===== config.mk =====
export PLATFORM = sky130hd
export DESIGN_NAME = flappy_vga_render
export DESIGN_NICKNAME = d
export VERILOG_FILES = /design/src/rtl/flappy_vga_render.sv
export SDC_FILE = /design/constraint.sdc
export NUM_CORES = 1
export LEC_CHECK = 0
export BUFFER_PORTS_ARGS = -buffer_cell sky130_fd_sc_hd__buf_2
export CAP_MARGIN = 20
export CELL_PAD_IN_SITES_DETAIL_PLACEMENT = 1
export CELL_PAD_IN_SITES_GLOBAL_PLACEMENT = 1
export CORE_MARGIN = 2
export CORE_UTILIZATION = 39
export DETAILED_ROUTE_END_ITERATION = 16
export PLACE_DENSITY = 0.77
export SYNTH_ARGS = -nofsm -noshare
export SYNTH_HDL_FRONTEND = slang
export SYNTH_SLANG_ARGS = --single-unit

===== constraint.sdc =====
create_clock -name clk -period 2.34 [get_ports clk]
set_input_delay 0.117 -clock clk [delete_from_list [all_inputs] [get_ports clk]]
set_output_delay 0.117 -clock clk [all_outputs]
set_load 0.05 [all_outputs]

===== src/rtl/flappy_vga_render.sv =====
// Purpose : 640x480@60 VGA raster, sync generation and sprite colouring for the flappy game state.
// Latency : one pixel (two clk) from raster counters to hsync/vsync/blank_n/rgb, all aligned.
// Backpr. : none; free-running raster, inputs are sampled only on frame_tick.
//
// Ports:
//   clk, reset            50 MHz clock, async active-low reset
//   ball_y, pillar_x,     game state from the logic stage, captured into shadow
//   pillar_y, score       registers once per frame (on frame_tick)
//   hsync, vsync          active-low syncs
//   blank_n               high in the visible area
//   vga_r/g/b             8-bit colour, zero while blanked
//   frame_tick            one-clk pulse at the start of vertical blank
//
// Build option: define FLAPPY_SCORE_BAR_EN to draw the score bar (rows 0..7).
// Without it the score input is unused and those pixels show background.
module flappy_vga_render #(
    parameter int H_ACTIVE      = 640,
    parameter int H_FP          = 16,
    parameter int H_SYNC        = 96,
    parameter int H_BP          = 48,
    parameter int V_ACTIVE      = 480,
    parameter int V_FP          = 10,
    parameter int V_SYNC        = 2,
    parameter int V_BP          = 33,
    parameter int BALL_X        = 213,
    parameter int BALL_WIDTH    = 10,
    parameter int BALL_HEIGHT   = 10,
    parameter int PILLAR_WIDTH  = 50,
    parameter int PILLAR_HEIGHT = 80,
    parameter int SCORE_BLK     = 16
) (
    input  logic       clk,
    input  logic       reset,
    input  logic [9:0] ball_y,
    input  logic [9:0] pillar_x,
    input  logic [9:0] pillar_y,
    input  logic [7:0] score,
    output logic       hsync,
    output logic       vsync,
    output logic       blank_n,
    output logic [7:0] vga_r,
    output logic [7:0] vga_g,
    output logic [7:0] vga_b,
    output logic       frame_tick
);

    localparam int H_TOTAL = H_ACTIVE + H_FP + H_SYNC + H_BP;
    localparam int V_TOTAL = V_ACTIVE + V_FP + V_SYNC + V_BP;

    localparam logic [23:0] C_BALL   = 24'hFFFF00;
    localparam logic [23:0] C_PILLAR = 24'h00C000;
    localparam logic [23:0] C_SCORE  = 24'hFFFFFF;
    localparam logic [23:0] C_BG     = 24'h40A0FF;

    logic        pen_q;
    logic [9:0]  hcount_q, hcount_d;
    logic [9:0]  vcount_q, vcount_d;
    logic        hsync_q, vsync_q, blank_n_q;
    logic [23:0] rgb_q, rgb_d;
    logic [9:0]  sb_y_q, sp_x_q, sp_y_q;
    logic        tick;

    // Raster advance: counters only move on the pixel-enable phase.
    always_comb begin
        hcount_d = hcount_q;
        vcount_d = vcount_q;
        if (pen_q) begin
            if (hcount_q == 10'(H_TOTAL - 1)) begin
                hcount_d = 10'd0;
                vcount_d = (vcount_q == 10'(V_TOTAL - 1)) ? 10'd0 : vcount_q + 10'd1;
            end else begin
                hcount_d = hcount_q + 10'd1;
            end
        end
    end

    // Combinational so it lands on the very edge that also loads the shadows.
    assign tick = pen_q && (hcount_q == 10'd0) && (vcount_q == 10'(V_ACTIVE));

    // Everything below is evaluated in 11 bits so position + size never wraps.
    logic [10:0] px, py, sb_y, sp_x, sp_y;
    logic        visible, hs_n, vs_n;
    logic        in_ball, in_pillar, in_score;

    assign px   = {1'b0, hcount_q};
    assign py   = {1'b0, vcount_q};
    assign sb_y = {1'b0, sb_y_q};
    assign sp_x = {1'b0, sp_x_q};
    assign sp_y = {1'b0, sp_y_q};

    assign visible = (px < 11'(H_ACTIVE)) && (py < 11'(V_ACTIVE));
    assign hs_n    = !((px >= 11'(H_ACTIVE + H_FP)) && (px < 11'(H_ACTIVE + H_FP + H_SYNC)));
    assign vs_n    = !((py >= 11'(V_ACTIVE + V_FP)) && (py < 11'(V_ACTIVE + V_FP + V_SYNC)));

    assign in_ball = (px >= 11'(BALL_X)) && (px < 11'(BALL_X + BALL_WIDTH)) &&
                     (py >= sb_y) && (py < sb_y + 11'(BALL_HEIGHT));

    // Pillar is drawn above the gap and below it; sp_y == 0 leaves no upper part.
    assign in_pillar = (px >= sp_x) && (px < sp_x + 11'(PILLAR_WIDTH)) &&
                       ((py < sp_y) || (py >= sp_y + 11'(PILLAR_HEIGHT)));

`ifdef FLAPPY_SCORE_BAR_EN
    logic [7:0]  s_score_q;
    logic [10:0] score_blocks, bar_w;

    // Bar saturates at 40 blocks, which is exactly the visible width.
    assign score_blocks = (s_score_q > 8'd40) ? 11'd40 : {3'b000, s_score_q};
    assign bar_w        = score_blocks * 11'(SCORE_BLK);
    // Last two columns of each block are left as background to separate blocks.
    assign in_score     = (py < 11'd8) && (px < bar_w) &&
                          ((px % 11'(SCORE_BLK)) < 11'(SCORE_BLK - 2));

    always_ff @(posedge clk or negedge reset) begin
        if (!reset)    s_score_q <= 8'd0;
        else if (tick) s_score_q <= score;
    end
`else
    logic score_unused;
    assign score_unused = ^score;
    assign in_score     = 1'b0;
`endif

    always_comb begin
        rgb_d = 24'h000000;
        if (visible) begin
            if (in_ball)        rgb_d = C_BALL;
            else if (in_pillar) rgb_d = C_PILLAR;
            else if (in_score)  rgb_d = C_SCORE;
            else                rgb_d = C_BG;
        end
    end

    always_ff @(posedge clk or negedge reset) begin
        if (!reset) begin
            pen_q     <= 1'b0;
            hcount_q  <= 10'd0;
            vcount_q  <= 10'd0;
            hsync_q   <= 1'b1;
            vsync_q   <= 1'b1;
            blank_n_q <= 1'b0;
            rgb_q     <= 24'h000000;
            sb_y_q    <= 10'd240;
            sp_x_q    <= 10'd640;
            sp_y_q    <= 10'd0;
        end else begin
            pen_q    <= ~pen_q;
            hcount_q <= hcount_d;
            vcount_q <= vcount_d;
            // Sync and colour share one register stage to stay pixel-aligned.
            if (pen_q) begin
                hsync_q   <= hs_n;
                vsync_q   <= vs_n;
                blank_n_q <= visible;
                rgb_q     <= rgb_d;
            end
            if (tick) begin
                sb_y_q <= ball_y;
                sp_x_q <= pillar_x;
                sp_y_q <= pillar_y;
            end
        end
    end

    assign hsync      = hsync_q;
    assign vsync      = vsync_q;
    assign blank_n    = blank_n_q;
    assign vga_r      = rgb_q[23:16];
    assign vga_g      = rgb_q[15:8];
    assign vga_b      = rgb_q[7:0];
    assign frame_tick = tick;

endmodule


==> results.md <==
* Crit path buf inv count at 2
* CTS HTree Levels at 3
* Synthesized area at 0.004273 mm^2
* Yosys cell types at 57
* Fin Hold WS at 293.5 ps
* Worst Tran Pin Value at 476.5 ps
* Post-route cell area at 0.005737 mm^2
* Most used DFF post-synth: dfrtp_1
* Post-synthesis register bit count at 58
* Yosys top cell area share at 29.28%
* Insertion delay to the later sink of the worst-skew pair at 370 ps
* # port buffers at 59
* Routability cong. at 0.8633
* Final WL at 13300 um
* CTS tree: yes
* # DRC at 0
* Placed inst area at 0.005045 mm^2
* Io pins at 68
* Via/cell ratio at 5.313
* Nets at 709
* Register area share after synthesis at 34.20%
* Die Width at 108.7 um
* First-pass DRT Iterations at 4
* Final hold vios at 0
* Crit Path Class: register to register
* CP Data Required Time at 2590 ps
* Worst endpoint data arrival time at 2990 ps
* Lkg Pwr at 2.929 nW
* Drt wl/cell at 17.71 um
* Initial core utilization at 39.76%
* Post-detail-place hpwl at 9371 um
* Worst min-delay path category: primary input to asynchronous set/reset pin
* Global-route wire length before repair at 21310 um
* Slowest-stage cell, CP: or4_1
* Pwr per Cell Area at 387.9 mW/mm^2
* Vias at 3990
* Die Area at 0.01181 mm^2
* CTS sink count at 58
* Clock slew at reported path FFs at 70 ps
* CP delay by family, top: compound AO/OA/AOI/OAI gates
* Post-Route Utilization at 53.39%
* CP max FO at 3
* Clock Path Buffers at 2
* Max-Cap Viols at 0
* Slew HR at 68.16%
* VDD IR max at 235.9 uV
* FILL cells at 1255
* GR Overflow Total at 0
* Clk_skew at 10.77 ps
* Fmax at 364.8 MHz
* DR iter-0 viols at 107
* Ys async rst share at 100.0%
* Critical Path End Type: register
* Final setup violation count at 4
* Failing checks: negative setup slack
* Most instantiated library cell after synthesis: ha_1
* Startpoint class of the critical path: register
* Fin crit share at 117.1%
* Syn Nets at 574
* Vias in the first global route at 4457
* CP max stage delay at 480 ps
* Synth area leader: dfrtp_1
* Outcome: finished with violations
* GRT Total Usage at 23.49%
* Synth-to-layout area growth at 34.26%
* Crit-path cells: ha_2, a21oi_4, buf_4, xnor2_1, ha_1, a21oi_2, o22ai_2, or4_1, a222oi_1, buf_4, o21ai_1
* PnR worst setup slack at -400.9 ps
* Die height at 108.7 um
* Core area at 0.01075 mm^2
* Commonest cells in the synthesized netlist: 63 x ha_1, 50 x dfrtp_1, 50 x nand2_1
* Slew Viols, Final at 0
* Root buf cell: clkbuf_8
* Syn. warnings at 0
* Synthesized area per cell at 9.072 um^2
* Mapped Cells at 471
* Post-synth EDFFs at 0
* Final Critical Period at 2741 ps
* Fraction of layout cells with a size suffix above 1 at 29.79%
* Top cell by count, worst path: buf_4
* Ant diodes at 0
* Largest net degree at the start of global routing at 59
* Initial antenna violation count at 0
* # rows at 38
* Synth top area cells: dfrtp_1 29%, ha_1 18%, dfstp_2 4.9%
* RSZ-0062 raised after global routing: yes
* Cts bufs inserted at 9
* Post-route ant nets at 0
metal layers:
layer | track usage (%) | routed length, um
met3 | 4.603 | 427
met2 | 42.90 | 7056
met4 | 11.72 | 491
met1 | 25.81 | 5327
met5 | 0 | 0
cell families (layout without fill, tap and decap cells):
group | Yosys count | in the layout | share of synthesized area (%)
xor gates and xnor gates | 29 | 29 | 5.944
DFF | 58 | 58 | 34.20
AOI/OAI and AO/OA | 111 | 111 | 15.72
muxes | 3 | 3 | 0.7906
adders and majority gates | 63 | 63 | 18.45
buffers and inverters | 76 | 216 | 9.077
and+or+nand+nor | 131 | 131 | 15.81
metrics by stage:
| step | std cells | TNS (ps) | setup slack (ps) | power, mW |
|---|---|---|---|---|
| floorplan | 471 | -534.1 | -183.7 | 1.022 |
| global placement | 696 | -868.0 | -267.0 | 1.071 |
| detailed placement | 696 | -1508 | -451.0 | 1.073 |
| CTS | 747 | -1210 | -381.8 | 2.250 |
| global route | 751 | -1697 | -494.1 | 2.307 |
| finish | 751 | -1370 | -400.9 | 2.226 |
area by class of cell:
class	count	area (um^2)	share of cell area [%]
inverter	42	157.7	2.748
multi-input combinational	337	2549	44.43
tap	140	175.2	3.053
clock buffer	12	165.2	2.879
sequential	58	1461	25.47
timing repair buffer	158	1156	20.15
clock inverter	4	72.57	1.265
placed cells by master (no fill, tap or decap), types with 3 or more instances in the layout:
master         synthesis  final
a21o_1                11     11
a21oi_1               26     21
a21oi_2                0      4
a31oi_1                3      3
and3_1                 7      6
buf_12                 0      3
buf_2                  3     58
buf_4                 22     65
clkbuf_8               0     12
dfrtp_1               50     50
dfstp_2                8      8
dlygate4sd3_1          0     31
ha_1                  63     61
inv_1                 41     38
inv_2                  1      4
mux2_1                 3      3
nand2_1               50     49
nand2b_1               8      8
nand3_1               15     13
nand4_1               10     10
nor2_1                13     13
nor3_1                 9      5
nor3_4                 0      3
o2111ai_1              4      4
o21ai_0               22     20
o21ai_1               25     26
or3_1                  3      3
xnor2_1               24     23
xor2_1                 5      5
worst reg2reg max path, stage by stage (launching register included):
cell      delay, ps
dfrtp_1         420
ha_2            220
a21oi_4         140
buf_4           130
xnor2_1         110
ha_1            280
a21oi_2         160
o22ai_2          90
or4_1           480
a222oi_1        320
buf_4           190
o21ai_1          70
sequential cells by signal (all words and copies together), names as in the netlist:
register and count:
rgb_q 5, sp_x_q 10, pen_q 1, sp_y_q 10, vsync 1, vcount_q 10
hcount_q 10, hsync 1, sb_y_q 10
worst paths after layout:
| check | startpoint | to | slack, ps | cells after the start |
|---|---|---|---|---|
| max in group asynchronous | reset | sp_x_q[7] | 1740 | 3 |
| min in group clk | hsync | hsync | 490 | 2 |
| max reg2reg | sp_x_q[1] | rgb_q[22] | -400 | 11 |
| min | reset | sp_y_q[8] | 290 | 3 |
| max | sp_x_q[1] | rgb_q[22] | -400 | 11 |
| min reg2reg | hsync | hsync | 490 | 2 |
power breakdown:
part           leakage (nW)  total (mW)  internal (mW)  switching (mW)
logic                  2.17      0.0910         0.0556          0.0354
clock network         0.119        1.13          0.685           0.447
registers             0.643        1.00           1.00               0
total                  2.93        2.23           1.74           0.482
repair_timing:
action                                  4_1_cts  5_1_grt
endpoints found under the setup margin        4        9
pin swaps                                    11       11
hold buffers                                 31        0
gates resized for setup                       7       15
hold endpoints to repair                     80        0
setup buffers                                 4        4
Power figures use the tool's default switching activity.
